--- src/rtl/trg_sci_pkt_parser.sv ---
// Trigger science-data packet parser: drains the FWFT byte FIFO, validates 16-byte frames,
// and presents each trigger record on a valid/ready handshake with good/error/sequence statistics.
module trg_sci_pkt_parser #(
    parameter logic [7:0]  HDR0   = 8'hEB,
    parameter logic [7:0]  HDR1   = 8'h90,
    parameter logic [7:0]  TAIL   = 8'hAA,
    parameter int unsigned TO_CYC = 1024
) (
    input  logic        clk_in,
    input  logic        rst_in,
    input  logic        rd_enb_in,
    input  logic [7:0]  fifo_data_in,
    input  logic        fifo_empty_in,
    output logic        fifo_rd_out,
    output logic        pkt_valid_out,
    input  logic        pkt_ready_in,
    output logic [15:0] eff_trg_cnt_out,
    output logic [7:0]  logic_grp_oe_out,
    output logic [15:0] hit_sig_stus_out,
    output logic [4:0]  W_logic_all_grp_result_out,
    output logic [7:0]  trg_mode_mip1_out,
    output logic [7:0]  trg_mode_mip2_out,
    output logic [7:0]  trg_mode_gm1_out,
    output logic [7:0]  trg_mode_gm2_out,
    output logic [7:0]  trg_mode_ubs_out,
    output logic        chk_err_out,
    output logic        seq_err_out,
    output logic [15:0] pkt_cnt_out,
    output logic [15:0] err_cnt_out
);

    typedef enum logic [2:0] {S_HUNT0, S_HUNT1, S_BODY, S_TAIL, S_OUT} state_e;

    typedef struct packed {
        logic [15:0] cnt;
        logic [7:0]  oe;
        logic [15:0] hit;
        logic [4:0]  wres;
        logic [7:0]  mip1;
        logic [7:0]  mip2;
        logic [7:0]  gm1;
        logic [7:0]  gm2;
        logic [7:0]  ubs;
    } rec_t;

    state_e      state_q, state_d;
    logic [3:0]  idx_q, idx_d;
    logic [7:0]  sum_q, sum_d;
    logic [7:0]  csum_q, csum_d;
    logic [15:0] to_q, to_d;
    rec_t        hold_q, hold_d;
    rec_t        rec_q;
    logic [15:0] prev_cnt_q;
    logic        prev_vld_q;
    logic        chk_err_q, seq_err_q;
    logic [15:0] pkt_cnt_q, err_cnt_q;

    logic pop, in_frame, load, err_evt, accept, seq_gap;

    assign in_frame = (state_q == S_HUNT1) || (state_q == S_BODY) || (state_q == S_TAIL);
    // Gated by reset so the pop strobe is low the instant reset asserts.
    assign pop      = rst_in & rd_enb_in & ~fifo_empty_in & (state_q != S_OUT);
    assign seq_gap  = prev_vld_q && (hold_q.cnt != prev_cnt_q + 16'd1);

    always_comb begin
        // NOTE: every comb output gets a default first so no path can infer a latch.
        state_d = state_q;
        idx_d   = idx_q;
        sum_d   = sum_q;
        csum_d  = csum_q;
        hold_d  = hold_q;
        to_d    = to_q;
        load    = 1'b0;
        err_evt = 1'b0;
        accept  = 1'b0;

        case (state_q)
            S_HUNT0: if (pop && fifo_data_in == HDR0) state_d = S_HUNT1;
            S_HUNT1: if (pop) begin
                if (fifo_data_in == HDR1) begin
                    state_d = S_BODY;
                    idx_d   = 4'd2;
                    sum_d   = 8'h00;
                end else if (fifo_data_in != HDR0) begin
                    state_d = S_HUNT0;
                end
            end
            S_BODY: if (pop) begin
                case (idx_q)
                    4'd2:    hold_d.cnt[15:8] = fifo_data_in;
                    4'd3:    hold_d.cnt[7:0]  = fifo_data_in;
                    4'd4:    hold_d.oe        = fifo_data_in;
                    4'd5:    hold_d.hit[15:8] = fifo_data_in;
                    4'd6:    hold_d.hit[7:0]  = fifo_data_in;
                    4'd7:    hold_d.wres      = fifo_data_in[4:0];
                    4'd8:    hold_d.mip1      = fifo_data_in;
                    4'd9:    hold_d.mip2      = fifo_data_in;
                    4'd10:   hold_d.gm1       = fifo_data_in;
                    4'd11:   hold_d.gm2       = fifo_data_in;
                    4'd12:   hold_d.ubs       = fifo_data_in;
                    4'd14:   csum_d           = fifo_data_in;
                    default: ;
                endcase
                // Byte 14 is the transmitted checksum, not part of the sum.
                if (idx_q != 4'd14) sum_d = sum_q + fifo_data_in;
                if (idx_q == 4'd14) state_d = S_TAIL;
                else                idx_d   = idx_q + 4'd1;
            end
            S_TAIL: if (pop) begin
                if (fifo_data_in == TAIL && sum_q == csum_q) begin
                    state_d = S_OUT;
                    load    = 1'b1;
                end else begin
                    state_d = S_HUNT0;
                    err_evt = 1'b1;
                end
            end
            S_OUT: if (pkt_ready_in) begin
                state_d = S_HUNT0;
                accept  = 1'b1;
            end
            default: state_d = S_HUNT0;
        endcase

        // Idle timeout only runs while enabled and inside a frame; it never coincides with a pop.
        if (!in_frame) begin
            to_d = 16'd0;
        end else if (rd_enb_in) begin
            if (pop) begin
                to_d = 16'd0;
            end else if (to_q == 16'(TO_CYC - 1)) begin
                to_d    = 16'd0;
                state_d = S_HUNT0;
                err_evt = 1'b1;
            end else begin
                to_d = to_q + 16'd1;
            end
        end
    end

    // NOTE: all state updates use non-blocking assignments so every register samples pre-edge values.
    always_ff @(posedge clk_in or negedge rst_in) begin
        if (!rst_in) begin
            state_q    <= S_HUNT0;
            idx_q      <= 4'd0;
            sum_q      <= 8'h00;
            csum_q     <= 8'h00;
            to_q       <= 16'd0;
            hold_q     <= '0;
            rec_q      <= '0;
            prev_cnt_q <= 16'd0;
            prev_vld_q <= 1'b0;
            chk_err_q  <= 1'b0;
            seq_err_q  <= 1'b0;
            pkt_cnt_q  <= 16'd0;
            err_cnt_q  <= 16'd0;
        end else begin
            state_q   <= state_d;
            idx_q     <= idx_d;
            sum_q     <= sum_d;
            csum_q    <= csum_d;
            to_q      <= to_d;
            hold_q    <= hold_d;
            chk_err_q <= err_evt;
            seq_err_q <= load & seq_gap;
            if (load) begin
                rec_q      <= hold_q;
                prev_cnt_q <= hold_q.cnt;
                prev_vld_q <= 1'b1;
            end
            if (accept) pkt_cnt_q <= pkt_cnt_q + 16'd1;
            if (err_evt && err_cnt_q != 16'hFFFF) err_cnt_q <= err_cnt_q + 16'd1;
        end
    end

    assign fifo_rd_out                = pop;
    assign pkt_valid_out              = (state_q == S_OUT);
    assign eff_trg_cnt_out            = rec_q.cnt;
    assign logic_grp_oe_out           = rec_q.oe;
    assign hit_sig_stus_out           = rec_q.hit;
    assign W_logic_all_grp_result_out = rec_q.wres;
    assign trg_mode_mip1_out          = rec_q.mip1;
    assign trg_mode_mip2_out          = rec_q.mip2;
    assign trg_mode_gm1_out           = rec_q.gm1;
    assign trg_mode_gm2_out           = rec_q.gm2;
    assign trg_mode_ubs_out           = rec_q.ubs;
    assign chk_err_out                = chk_err_q;
    assign seq_err_out                = seq_err_q;
    assign pkt_cnt_out                = pkt_cnt_q;
    assign err_cnt_out                = err_cnt_q;

endmodule

--- config.mk ---
export PLATFORM = sky130hd
export DESIGN_NAME = trg_sci_pkt_parser
export DESIGN_NICKNAME = d
export VERILOG_FILES = /design/src/rtl/trg_sci_pkt_parser.sv
export SDC_FILE = /design/constraint.sdc
export NUM_CORES = 1
export LEC_CHECK = 0
export CAP_MARGIN = 20
export CORE_ASPECT_RATIO = 1.75
export CORE_UTILIZATION = 34
export DETAILED_ROUTE_END_ITERATION = 10
export GPL_TIMING_DRIVEN = 0
export SLEW_MARGIN = 20
export SYNTH_ARGS = -nofsm -noshare
export SYNTH_HDL_FRONTEND = slang
export SYNTH_SLANG_ARGS = --single-unit
--- constraint.sdc ---
create_clock -name clk_in -period 1.8 [get_ports clk_in]
set_input_delay 0.27 -clock clk_in [delete_from_list [all_inputs] [get_ports clk_in]]
set_output_delay 0.27 -clock clk_in [all_outputs]
set_load 0.1 [all_outputs]
* Word level (Yosys, flattened, before mapping)
Cells that the tools add are included.
Word-level totals: flip-flop bits (word level) 244, latch bits 0, RAM bits 0, memory bits (read-only) 0, input bits 13, output and inout bits 121, memories kept 0
Cells by class: add/subtract/negate cells 6, multiply operators 0, divide/modulo/power cells 0, $lt $le $gt $ge 0, equality and inequality tests 32, shift operators 0, muxes and demuxes 40, bitwise gates (word level) 5, reductions and logical operators 22
Operators with widths (count):
- $add 16x1->16 const B | 4
- $mux 16 | 4
- $mux 3 | 13
- $reduce_and 3->1 | 12
- $mux 8 | 4
- $eq 4x4->1 const B | 6
- $eq 8x8->1 const B | 3
- $eq 16x10->1 const B | 1
- $eq 4x3->1 const B | 4
- $mux 4 | 4
- $ne 16x16->1 | 1
- $ne 16x16->1 const B | 1
- $pmux 8 s2 | 1
- $pmux 3 s5 | 1
- $mux 1 | 12
- $reduce_and 5->1 | 2
- $add 8x8->8 | 1
- $eq 4x2->1 const B | 2
- $eq 8x8->1 | 1
- $ne 2x2->1 const B | 4
- $ne 8x8->1 const B | 1
- $pmux 4 s2 | 1
- $eq 3x2->1 const B | 2
- $add 4x1->4 const B | 1
- other kinds (11) | 19

* Logic depth before layout (Yosys ltp)
word-level depth 10, gate-level depth with buffers 9

* Worst setup path after synthesis
OpenSTA, ideal clock, no wires.
path type register to register, start point register state_q[2], end point register err_cnt_q[12], in the netlist err_cnt_out[12], data arrival time 3.444 ns, slack -1.773 ns, stages on the path, launching flop included 8, buffers on the path 1, path through dfrtp_1 buf_4 nor3b_2 nor2_2 nor3b_4 nor2_1 nor4b_2 mux2_1
Between the ends: cells in the longest elaborated chain, start to end 9, elaborated cells between the ends (all ways) 14, classes of those cells eq/ne (4); mux (6); bitwise (1); reduce/logical (3)
RTL lines:
- from (decl) | RTL line 46 | state_e state_q, state_d;
- from (signal assigned) | RTL line 158 | state_q <= state_d;
- $ne 3x3->1 * | RTL line 62 | assign pop = rst_in & rd_enb_in & ~fifo_empty_in & (state_q != S_OUT);
- $and 1x1->1 * | RTL line 62
- via fifo_rd_out | RTL line 14 | output logic fifo_rd_out,
- $mux 1 | RTL line 109 | S_TAIL: if (pop) begin
- $mux 1 | RTL line 77 | case (state_q)
- $mux 1 | RTL line 131 | end else if (to_q == 16'(TO_CYC - 1)) begin
- $mux 1 | RTL line 129 | if (pop) begin
- $mux 1 | RTL line 128 | end else if (rd_enb_in) begin
- $mux 1 * | RTL line 126 | if (!in_frame) begin
- $logic_and 1x1->1 * | RTL line 172 | if (err_evt && err_cnt_q != 16'hFFFF) err_cnt_q <= err_cnt_q + 16'd1;
- to (signal assigned) | RTL line 172
- to (decl) | RTL line 56 | logic [15:0] pkt_cnt_q, err_cnt_q;
Mark *: on every way through the listed nets, which the timed path passes. The rest lies on a longest branch. A chain may end at the register's enable or synchronous reset.

* Worst setup path in the final report
start point register prev_cnt_q[2], end point register seq_err_q, in the netlist seq_err_out
Between the ends: cells in the longest elaborated chain, start to end 4
RTL lines:
- from (decl) | RTL line 53 | logic [15:0] prev_cnt_q;
- from (signal assigned) | RTL line 168 | prev_cnt_q <= hold_q.cnt;
- $add 16x1->16 | RTL line 63 | assign seq_gap = prev_vld_q && (hold_q.cnt != prev_cnt_q + 16'd1);
- $ne 16x16->1 | RTL line 63
- $logic_and 1x1->1 | RTL line 63
- $and 1x1->1 | RTL line 165 | seq_err_q <= load & seq_gap;
- to (signal assigned) | RTL line 165
- to (decl) | RTL line 55 | logic chk_err_q, seq_err_q;
No other way between the ends.

==> results.cfg <==
[timing]
grt_setup_unrepaired = true
fin_crit_ns = 2.101
worstMarginPinSlew_ns = 0.9819
setup_ws_ns = -0.3007
finClkSkew_ns = 0.01227
timing.setup.tns_ns = -28.51
max_freq_ghz = 0.4760
setup_violations = 207
timing.final.crit_share_pct = 116.7
drv_slew = 0
hold_violations = 0
hold_slack_ns = 0.2722
slew_headroom_pct = 34.32

[synth]
synth_cell_types = 64
ys.warnings.count = 0
synthAdderAreaFrac_pct = 1.910
yosysSeqAreaShare_pct = 56.16
syn_inst = 1004
synthMuxAreaShare_pct = 10.32
ys_seq_elements = 244
synth_xor_xnor_area_share_pct = 5.800
avgSynthCellArea_sq_um = 10.83
synthArstFlopShare_pct = 100.0
syn_area_sq_um = 10870
synth_area_leader_cell = dfrtp_1
synth_edf_count = 0
netlist_top_cells_area = dfrtp_1 56%, nand2_1 10%, mux2_2 9.9%
synth_nets = 1033
synthSimpleGateAreaFrac_pct = 20.32
synth_top_area_share_pct = 56.16
synthFlopType = dfrtp_1
synth_compound_area_share_pct = 3.475
synth_top_family_by_area = simple AND/OR/NAND/NOR gates

[flow_run]
cap_violations = 0

[route]
drc_errors = 0
wl_per_cell_um = 18.73
vias_per_cell = 5.004
first_pass_iters = 4
via_count = 8427
drtIter0Drc = 255
wl_um = 31530
drtAntennaViolNets = 0

[layout]
final_nets = 1299
fillCellCount = 2661
syn_to_final_growth_pct = 51.54
final-seq-area_sq_um = 6148
n_antenna_cell = 0
multiInputGateArea_sq_um = 5831
drive_gt1_share_pct = 50.23
final_cells = 1684

[setup_path]
arrival_ns = 2.52
required_ns = 2.22
end_kind = flip-flop
worstSetupStartpointType = flip-flop
timing_worst_setup_path_type = flip-flop to flip-flop
path_max_fanout = 6

[power_and_ir_drop]
switching_power_uw = 2587
p_comb_share_pct = 4.5
swShare_pct = 22.42
pwr_density_cell_nw_per_um2 = 700.3
p_clk_share_pct = 47.8
p_int_uw = 8951
power.share.sequential_pct = 47.7
peakVddDrop_mv = 0.5648
p_leak_uw = 0.008197

[clocking]
clockBufferDepth = 3
clkSlewWorstSetupHoldPaths_ns = 0.07
cts_tree = yes
clockRootBuffer = clkbuf_16
cts.sinks = 244
cts_max_level = 1
clock_latency_ns = 0.53
cts_made_buffers = 24

[placed_design]
gp_congestion = 0.7953
dp_worst_setup_slack_ns = -1.918
io_buffers = 133
dpl.hpwl_um = 19080
place_inst = 1535

[global_routing]
grt.busiest_layer = met2
use_met3_pct = 2.184
antenna_found_initial = 0
overflow = 0
grt_pass1_wl_um = 47660
grt_use_met2_pct = 35.71
grt_use_total_pct = 19.21
grt_pass1_vias = 8619
grt_start_max_net_pins = 46
use_met1_pct = 20.46

[status]
status = finished with violations
violations = negative setup slack

[floorplan]
die-area_sq_um = 32730
initial_core_util_pct = 34.49
num_io_pins = 134
coreArea_sq_um = 31530
die_w_um = 137.2
die_height_um = 238.6
fp-row-count = 86

[worst_hold_path]
hp-class = primary input to flip-flop
[flip-flops by register name (all words and copies together) (netlist names), 16 cells and up]
name,flops
to_q,16
hold_q,85
prev_cnt_q,16
hit_sig_stus_out,16
pkt_cnt_out,16
err_cnt_out,16
[synthesized netlist by cell type, types with 4 or more instances]
cell type and count:
nor3_2 5, nand2b_1 8, o31ai_1 6, a21oi_1 11, nor2_1 44, buf_2 7, inv_1 9, mux2_2 96
xor2_1 41, clkbuf_1 24, ha_1 15, dfrtp_1 244, o21bai_1 5, nand3_1 27, nor3_1 15, nand2_1 299
xnor2_1 31, o21ai_0 19, nand4b_1 4, and3_1 8, nand3_2 4, nand4_1 13
[critical path: stages (launching register included)]
cell and delay, ns:
dfrtp_4 0.52, xnor2_1 0.22, xnor2_1 0.11, nor4_2 0.31, o2111ai_1 0.23, a221o_1 0.31
o311a_1 0.29
[cells by family after synthesis]
family	count (synthesis)
compound gates	59
fa+ha+maj	16
xor+xnor	72
flops	244
simple gates	466
buf+inv	47
mux	100
[cells in the final DEF (no fill, tap or decap), drive strengths merged, types with 20 or more instances in the layout]
cell type / n
xor2: 41
nor3: 23
o21ai: 20
dfrtp: 244
xnor2: 31
buf: 169
nand2: 302
nor2: 47
mux2: 97
clkbuf: 52
clkdlybuf4s15: 54
nand3: 31
[worst paths after layout]
| kind | start | endpoint | slack, ns | cells after the start |
|---|---|---|---|---|
| max | prev_cnt_q[2] | seq_err_out | -0.30 | 6 |
| min reg2reg | hold_q[18] | trg_mode_gm1_out[2] | 0.47 | 2 |
| max in group asynchronous | rst_in | hold_q[13] | 0.48 | 4 |
| min | fifo_data_in[2] | hold_q[2] | 0.27 | 2 |
| min in group asynchronous | rst_in | pkt_cnt_out[0] | 0.45 | 4 |
| max reg2reg | prev_cnt_q[2] | seq_err_out | -0.30 | 6 |
[what timing repair did]
| item | in CTS | in global routing |
|---|---|---|
| buffers inserted | 58 | 26 |
| pin swaps | 71 | 118 |
| gates resized for setup | 673 | 278 |
| setup endpoints to repair | 360 | 250 |
| hold buffers | 11 | 0 |
| hold endpoints to repair | 104 | 0 |
| gates cloned | 17 | 5 |
[cell type report]
class,count,area share [%]
Sequential cell,244,37.31
Multi-Input combinational cell,713,35.39
Timing Repair Buffer,242,15.92
Clock buffer,30,4.093
Tap cell,396,3.007
Buffer,36,2.946
Clock inverter,14,1.131
Inverter,9,0.2050
[metrics by stage]
stage	total power (uW)	cell area, sq um	util [%]
2_1_floorplan	5730	11040	-
3_3_place_gp	5948	12870	40.81
3_5_place_dp	5963	12930	41.00
4_1_cts	11650	15760	49.97
5_1_grt	11890	16480	52.26
6_report	11540	16480	52.26
[per-layer routing]
metal  wire length, um  up-vias
li1                  -     3923
met1             11150     4231
met2             17480      194
met3              1035       79
met4              1869        0
met5                 0        -
[power by group through the flow]
stage          Clock (uW)  Sequential, uW  Combinational, uW
2_1_floorplan           0            5610                121
3_3_place_gp            0            5620                331
3_5_place_dp            0            5610                353
4_1_cts              5650            5510                494
5_1_grt              5830            5500                556
6_report             5520            5510                514
Power figures use the tool's default switching activity.
